$ cat src/rtl/divider_arbiter.sv
// Round-robin arbiter sharing one fixed-latency sequential 8-bit divider between NUM_REQ clients.
// Optional DIV_ZERO_CHECK_EN: divisor 0 bypasses the divider and returns q=FF, r=dividend, err=1.
module divider_arbiter #(
    parameter int unsigned NUM_REQ     = 4,
    parameter int unsigned DIV_LATENCY = 17,
    parameter int unsigned CNT_W       = 5
) (
    input  logic                   clk,
    input  logic                   reset,
    input  logic [NUM_REQ-1:0]     req_valid,
    output logic [NUM_REQ-1:0]     req_ready,
    input  logic [8*NUM_REQ-1:0]   req_divisor,
    input  logic [8*NUM_REQ-1:0]   req_dividend,
    output logic [NUM_REQ-1:0]     resp_valid,
    input  logic [NUM_REQ-1:0]     resp_ready,
    output logic [7:0]             resp_quotient,
    output logic [7:0]             resp_remainder,
    output logic                   resp_err,
    output logic                   div_solve,
    output logic [7:0]             div_divisor,
    output logic [7:0]             div_dividend,
    input  logic [7:0]             div_quotient,
    input  logic [7:0]             div_remainder,
    output logic                   busy
);

    localparam int unsigned GW = (NUM_REQ > 1) ? $clog2(NUM_REQ) : 1;

    typedef enum logic [1:0] {
        StIdle,
        StLaunch,
        StBusy,
        StResp
    } state_e;

    state_e            state_q, state_d;
    logic [GW-1:0]     grant_q, grant_d;
    logic [GW-1:0]     rr_ptr_q, rr_ptr_d;
    logic [CNT_W-1:0]  cnt_q, cnt_d;
    logic [7:0]        divisor_q, divisor_d;
    logic [7:0]        dividend_q, dividend_d;
    logic [7:0]        quot_q, quot_d;
    logic [7:0]        rem_q, rem_d;

    logic              found;
    logic [GW-1:0]     winner;
    logic [GW:0]       idx_sum;
    logic [GW-1:0]     next_ptr;
    logic [7:0]        sel_divisor;
    logic [7:0]        sel_dividend;

    // Search starts at rr_ptr_q, which is one past the last completed grant.
    always_comb begin
        found   = 1'b0;
        winner  = '0;
        idx_sum = '0;
        for (int unsigned i = 0; i < NUM_REQ; i++) begin
            idx_sum = {1'b0, rr_ptr_q} + (GW+1)'(i);
            if (idx_sum >= (GW+1)'(NUM_REQ)) begin
                idx_sum = idx_sum - (GW+1)'(NUM_REQ);
            end
            if (!found && req_valid[idx_sum[GW-1:0]]) begin
                found  = 1'b1;
                winner = idx_sum[GW-1:0];
            end
        end
    end

    always_comb begin
        sel_divisor  = '0;
        sel_dividend = '0;
        for (int unsigned j = 0; j < NUM_REQ; j++) begin
            if (GW'(j) == winner) begin
                sel_divisor  = req_divisor[8*j +: 8];
                sel_dividend = req_dividend[8*j +: 8];
            end
        end
    end

    assign next_ptr = (grant_q == GW'(NUM_REQ - 1)) ? '0 : grant_q + GW'(1);

`ifdef DIV_ZERO_CHECK_EN
    logic err_q, err_d;
`endif

    always_comb begin
        state_d    = state_q;
        grant_d    = grant_q;
        rr_ptr_d   = rr_ptr_q;
        cnt_d      = cnt_q;
        divisor_d  = divisor_q;
        dividend_d = dividend_q;
        quot_d     = quot_q;
        rem_d      = rem_q;
`ifdef DIV_ZERO_CHECK_EN
        err_d      = err_q;
`endif
        unique case (state_q)
            StIdle: begin
                if (found) begin
                    grant_d    = winner;
                    divisor_d  = sel_divisor;
                    dividend_d = sel_dividend;
`ifdef DIV_ZERO_CHECK_EN
                    if (sel_divisor == 8'd0) begin
                        state_d = StResp;
                        quot_d  = 8'hFF;
                        rem_d   = sel_dividend;
                        err_d   = 1'b1;
                    end else begin
                        state_d = StLaunch;
                        err_d   = 1'b0;
                    end
`else
                    state_d    = StLaunch;
`endif
                end
            end
            StLaunch: begin
                cnt_d   = CNT_W'(DIV_LATENCY);
                state_d = StBusy;
            end
            StBusy: begin
                cnt_d = cnt_q - CNT_W'(1);
                // Divider outputs are final at the edge ending the cnt_q == 1 cycle.
                if (cnt_q == CNT_W'(1)) begin
                    quot_d  = div_quotient;
                    rem_d   = div_remainder;
                    state_d = StResp;
                end
            end
            StResp: begin
                if (resp_ready[grant_q]) begin
                    state_d  = StIdle;
                    rr_ptr_d = next_ptr;
                end
            end
            default: state_d = StIdle;
        endcase
    end

    always_ff @(posedge clk or negedge reset) begin
        if (!reset) begin
            state_q    <= StIdle;
            grant_q    <= '0;
            rr_ptr_q   <= '0;
            cnt_q      <= '0;
            divisor_q  <= '0;
            dividend_q <= '0;
            quot_q     <= '0;
            rem_q      <= '0;
        end else begin
            state_q    <= state_d;
            grant_q    <= grant_d;
            rr_ptr_q   <= rr_ptr_d;
            cnt_q      <= cnt_d;
            divisor_q  <= divisor_d;
            dividend_q <= dividend_d;
            quot_q     <= quot_d;
            rem_q      <= rem_d;
        end
    end

`ifdef DIV_ZERO_CHECK_EN
    always_ff @(posedge clk or negedge reset) begin
        if (!reset) begin
            err_q <= 1'b0;
        end else begin
            err_q <= err_d;
        end
    end
    assign resp_err = err_q;
`else
    assign resp_err = 1'b0;
`endif

    // req_ready is gated by reset so it stays low while reset is held.
    always_comb begin
        req_ready = '0;
        if (reset && state_q == StIdle && found) begin
            req_ready = NUM_REQ'(1) << winner;
        end
    end

    assign resp_valid     = (state_q == StResp) ? (NUM_REQ'(1) << grant_q) : '0;
    assign resp_quotient  = quot_q;
    assign resp_remainder = rem_q;
    assign div_solve      = (state_q == StLaunch);
    assign div_divisor    = divisor_q;
    assign div_dividend   = dividend_q;
    assign busy           = (state_q != StIdle);

`ifndef SYNTHESIS
    a_ready_onehot: assert property (@(posedge clk) disable iff (!reset) $onehot0(req_ready));
    a_ready_idle: assert property (@(posedge clk) disable iff (!reset)
        (req_ready != '0) |-> (state_q == StIdle));
    a_solve_pulse: assert property (@(posedge clk) disable iff (!reset) div_solve |=> !div_solve);
    a_resp_onehot: assert property (@(posedge clk) disable iff (!reset) $onehot0(resp_valid));
`endif

endmodule

$ cat config.mk
export PLATFORM = sky130hd
export DESIGN_NAME = divider_arbiter
export DESIGN_NICKNAME = d
export VERILOG_FILES = /design/src/rtl/divider_arbiter.sv
export SDC_FILE = /design/constraint.sdc
export NUM_CORES = 1
export LEC_CHECK = 0
export CAP_MARGIN = 20
export CORE_MARGIN = 2
export CORE_UTILIZATION = 45
export CTS_BUF_LIST = sky130_fd_sc_hd__clkbuf_4
export CTS_CLUSTER_SIZE = 28
export DETAILED_ROUTE_END_ITERATION = 10
export HOLD_SLACK_MARGIN = 0.05
export PLACE_DENSITY = 0.89
export SYNTH_ARGS = -nofsm -noshare
export SYNTH_HDL_FRONTEND = slang
export SYNTH_SLANG_ARGS = --single-unit
$ cat constraint.sdc
create_clock -name clk -period 4.7 [get_ports clk]
set_input_delay 0.47 -clock clk [delete_from_list [all_inputs] [get_ports clk]]
set_output_delay 0.47 -clock clk [all_outputs]
set_load 0.02 [all_outputs]
==> Yosys cells after proc, flatten, opt, wreduce, memory -nomap -nowiden <==
Index checks and enable logic that the tools add are counted.
{ "totals": {"regBits": 43, "input_bits": 90, "wordCells": 93, "output_inout_bits": 43} }
{ "op_classes": {"n_reduce_logical": 16, "n_mux": 38, "n_shift": 2, "addsub": 9, "magnitude_cmp": 9, "eq_ne": 11} }
{ "op_table": {"columns": ["cell", "n"], "rows": [
  ["$mux W8", 8],
  ["$mux W2", 12],
  ["$lt A2 B3 Y1 const B", 5],
  ["$bmux W1 S2", 5],
  ["$pmux W5 S2", 1],
  ["$ge A3 B3 Y1 const B", 3],
  ["$mux W1", 9],
  ["$mux W4", 2],
  ["$pmux W2 S4", 1],
  ["$shl A1 B2 Y4 const A", 2],
  ["$sub A2 B1 Y2 const B", 4],
  ["$add A2 B2 Y3 const B", 2],
  ["$eq A2 B2 Y1 const B", 3],
  ["$ne A2 B2 Y1 const B", 3],
  ["$reduce_and A2 Y1", 3],
  ["$eq A5 B1 Y1 const B", 1],
  ["$logic_and A1 B1 Y1", 5],
  ["$sub A5 B1 Y5 const B", 1],
  ["$eq A2 B2 Y1 const A", 2],
  ["$logic_not A2 Y1", 2],
  ["$reduce_bool A2 Y1", 2],
  ["$add A2 B1 Y3 const B", 1],
  ["$ge A2 B3 Y1 const B", 1],
  ["$logic_not A1 Y1", 3],
  ["other kinds (4)", 4]
]} }

==> Longest topological paths before layout <==
{ "logic_depth": {"word_depth": 19, "mapped_depth": 8, "ltp_nobuf": 7} }

==> Least setup slack after synthesis <==
Ideal clock, no wire load.
{ "synth_path": {"kind": "input to output", "startpoint": "input req_valid[2]", "endpoint": "output req_ready[1]", "t_arrival_ns": 1.811, "t_required_ns": 4.230, "path_buffers": 2, "setup_slack_ns": 2.419, "stages": 6, "path_cell_list": "nand2_1 > or2_2 > clkbuf_1 > buf_1 > nand3_1 > nor3_1"} }
{ "synth_via": {"elab_chain_len": 14, "elab_cells_between_ends": 25, "classes_between": "shift (1); mux (17); reduce/logical (7)"} }
{ "synth_lines": {"columns": ["item", "line", "text"], "rows": [
  ["start, declared", "10", "input logic [NUM_REQ-1:0] req_valid,"],
  ["$bmux W1 S2", "62", "if (!found && req_valid[idx_sum[GW-1:0]]) begin"],
  ["$mux W1 (not written as such)", "62", null],
  ["$mux W1", "62", null],
  ["$logic_not A1 Y1", "62", null],
  ["$logic_and A1 B1 Y1", "62", null],
  ["$mux W1", "62", null],
  ["$logic_not A1 Y1", "62", null],
  ["$logic_and A1 B1 Y1", "62", null],
  ["$mux W1", "62", null],
  ["$logic_not A1 Y1", "62", null],
  ["$logic_and A1 B1 Y1", "62", null],
  ["$mux W2 or $mux W1 (tied branches)", "62", null],
  ["$shl A1 B2 Y4 or $logic_and A1 B1 Y1 (tied branches)", "181, 180", null],
  ["$mux W4 *", "180", "if (reset && state_q == StIdle && found) begin"],
  ["end, declared", "11", "output logic [NUM_REQ-1:0] req_ready,"]
]} }
Every way passes the cells marked *; elsewhere a longest branch is shown, timed or not. The select of a mux whose other input is x is not followed.

==> Worst setup path after layout <==
{ "layout_path": {"startpoint": "input req_valid[3]", "endpoint": "output req_ready[2]"} }
The elaborated chain is that of the path after synthesis.

==> impl_metrics.json <==
{
  "drt-total-wl_um": 7718,
  "postCtsSetupRepairBufs": 0,
  "end_kind": "output port",
  "drc": 0,
  "cts_buffers": 5,
  "critPathMaxFanout": 18,
  "cpPeakStageDelay_ns": 0.64,
  "critPathRequiredTime_ns": 4.23,
  "htree_levels": 2,
  "hp-class": "primary input to asynchronous set/reset pin",
  "drt_iter0_drc": 114,
  "start_util_pct": 47.23,
  "insertion_delay_ns": 0.38,
  "wire_per_inst_um": 16.93,
  "synth.largest_area_cell": "dfrtp_1",
  "rows": 27,
  "skew_ns": 0.02015,
  "hpwlAfterDp_um": 5680,
  "core_area_sq_mm": 0.005608,
  "p_int_mw": 1.269,
  "viasPerCell": 5.643,
  "layout.nets": 483,
  "arrival_ns": 3.02,
  "cts_root_buffer": "clkbuf_4",
  "syn_avg_cell_area_sq_um": 10.19,
  "cp_num_cells": 7,
  "synth_cell_types": 41,
  "hold-worst-slack_ns": 0.4067,
  "crit_top_cell": "clkdlybuf4s50_1",
  "crit_buf_inv": 3,
  "syn-num-nets": 360,
  "clkTransAtPathRegs_ns": 0.15,
  "power.density_mw_per_mm2": 559.8,
  "leakagePower_nw": 1.629,
  "startpoint_type": "primary input",
  "synth_edf_count": 0,
  "grt_overflow": 0,
  "grt_pass1_wl_um": 11890,
  "ff2ff_path_depth": 5,
  "fin_crit_sh_pct": 74.35,
  "grt_antenna_before_repair": 0,
  "detail-route-antenna-nets": 0,
  "status": "completed",
  "cpLargestDelayFamily": "buffers and inverters",
  "grt_max_degree": 45,
  "pwr-share-seq_pct": 29.8,
  "grt_pass1_vias": 2550,
  "ys_seq_elements": 43,
  "rsz0062_at_grt": "false",
  "p_sw_mw": 0.9899,
  "crit_type": "primary input to output port",
  "cts_tree": "done",
  "die_h_um": 80.72,
  "netlist_area_sq_mm": 0.002649,
  "insertedDiodeCount": 0,
  "cts_buffer_depth": 2,
  "synthTopCellsByArea": "dfrtp_1 41%, mux2_2 7.2%, mux2i_1 6.0%",
  "synth_cells": 260,
  "finalInstanceArea_sq_mm": 0.004035,
  "preCtsSetupSlack_ns": 1.236,
  "switching_share_pct": 43.83,
  "worst_slack_ns": 1.206,
  "min_period_ns": 3.494,
  "final_max_slew_viol_count": 0,
  "worstMarginPinSlew_ns": 0.8288,
  "portBuffers": 131,
  "max-cap-violations": 0,
  "setup_tns_ns": 0,
  "combPwrFrac_pct": 61.4,
  "place_congestion": 0.8611,
  "place_area_sq_mm": 0.003933,
  "synth_top_area_share_pct": 40.62,
  "fmax_mhz": 286.2,
  "drtPass1Iterations": 4,
  "setup_viol": 0,
  "dieArea_sq_mm": 0.006516,
  "crit_chain": "clkdlybuf4s50_1, nor2b_1, o21a_1, nor3_4, buf_4, nor3_1, clkdlybuf4s50_1",
  "yosysWarnings": 0,
  "io_pins": 133,
  "p_total_mw": 2.259,
  "relSlewSlack_pct": 44.75,
  "hold_viol_final": 0,
  "synth_ff_type": "dfrtp_1",
  "area_growth_pct": 52.34,
  "ir_worst_vdd_v": 0.0002847,
  "pwr-share-clk_pct": 8.8,
  "grt_use_total_pct": 23.67,
  "vias": 2573,
  "die_w_um": 80.72,
  "ys_seq_area_share_pct": 40.62,
  "clock-sinks": 43,
  "slowest_stage": "clkdlybuf4s50_1",
  "async_reset_ff_share_pct": 100.0,
  "drive_above_1_share_pct": 9.375
}
[synthesized netlist by cell type, types with 2 or more instances]
cell type,instances
clkbuf_1,8
nor3b_1,2
a211oi_1,2
mux2_2,17
buf_2,5
inv_1,9
and2_1,4
mux2i_1,16
o31ai_1,17
nand4_1,16
dfrtp_1,43
nor3_1,5
nand2_1,27
o21a_1,3
o21ai_0,8
nor2b_1,2
nor2_1,6
nand2b_1,3
buf_4,2
nand3_1,3
o211ai_1,16
a211o_1,16
ha_1,10
buf_6,3
[power by group through the flow]
stage               logic, mW  registers [mW]  clock network, mW
finish                   1.39           0.673              0.199
global route             1.50           0.695              0.222
CTS                      1.38           0.674              0.204
detailed placement       1.37           0.681                  0
global placement         1.33           0.671                  0
floorplan               0.699           0.832                  0
[kinds of logic after synthesis]
| logic type | Yosys count | synth area share, % |
|---|---|---|
| AO/OA/AOI/OAI | 67 | 19.13 |
| adder cells (fa/ha/maj) | 10 | 4.724 |
| buffers and inverters | 29 | 6.093 |
| flip-flops | 43 | 40.62 |
| multiplexers | 34 | 14.12 |
| other | 1 | 0.1416 |
| AND/OR/NAND/NOR | 76 | 15.16 |
[registers in the layout (all words and copies together), names as in the netlist]
| name | count |
|---|---|
| rr_ptr_q | 2 |
| state_q | 2 |
| grant_q | 2 |
| cnt_q | 5 |
| div_divisor | 8 |
| resp_remainder | 8 |
| div_dividend | 8 |
| resp_quotient | 8 |
[final timing paths]
path | from | to | slack, ns
max in group asynchronous | reset | cnt_q[2] | 3.85
hold reg to reg | div_dividend[1] | div_dividend[1] | 0.52
min in group clk | div_dividend[1] | div_dividend[1] | 0.52
hold / removal | reset | div_divisor[1] | 0.41
setup reg to reg | rr_ptr_q[0] | div_divisor[7] | 2.15
setup / recovery | req_valid[3] | req_ready[2] | 1.21
[stage by stage]
step | instances | utilization (%)
final | 456 | 71.95
after global routing | 456 | 71.95
after CTS | 453 | 71.22
after detailed placement | 445 | 70.12
after global placement | 445 | 70.12
after floorplan | 260 | -
[area by class of cell]
type / instances / area [sq um]
clock buffer: 5 / 37.54
clock inverter: 3 / 23.77
fill: 451 / 1573
inverter: 9 / 33.78
multi-input combinational: 188 / 1411
sequential: 43 / 1076
tap: 72 / 90.09
timing repair buffer: 136 / 1363
[routing by layer]
metal	track usage, %	vias to the layer above	routed length [um]
met5	0	-	0
met4	7.458	0	99
met3	6.854	8	660
met2	39.67	125	3729
met1	29.49	1229	3229
li1	-	1211	-
[placed cells by master (no fill, tap or decap), types with 8 or more instances in the layout]
cell,n
o211ai_1,16
o21ai_0,8
inv_1,9
dfrtp_1,43
clkdlybuf4s50_1,130
mux2i_1,16
ha_1,10
mux2_2,17
nand2_1,27
nand4_1,16
o31ai_1,17
a211o_1,16
[what timing repair did]
action,4_1_cts,5_1_grt
hold buffers,0,1
resized for setup,0,0
endpoints found under the hold margin,0,2
No activity file was read; power rests on OpenSTA's default activity.
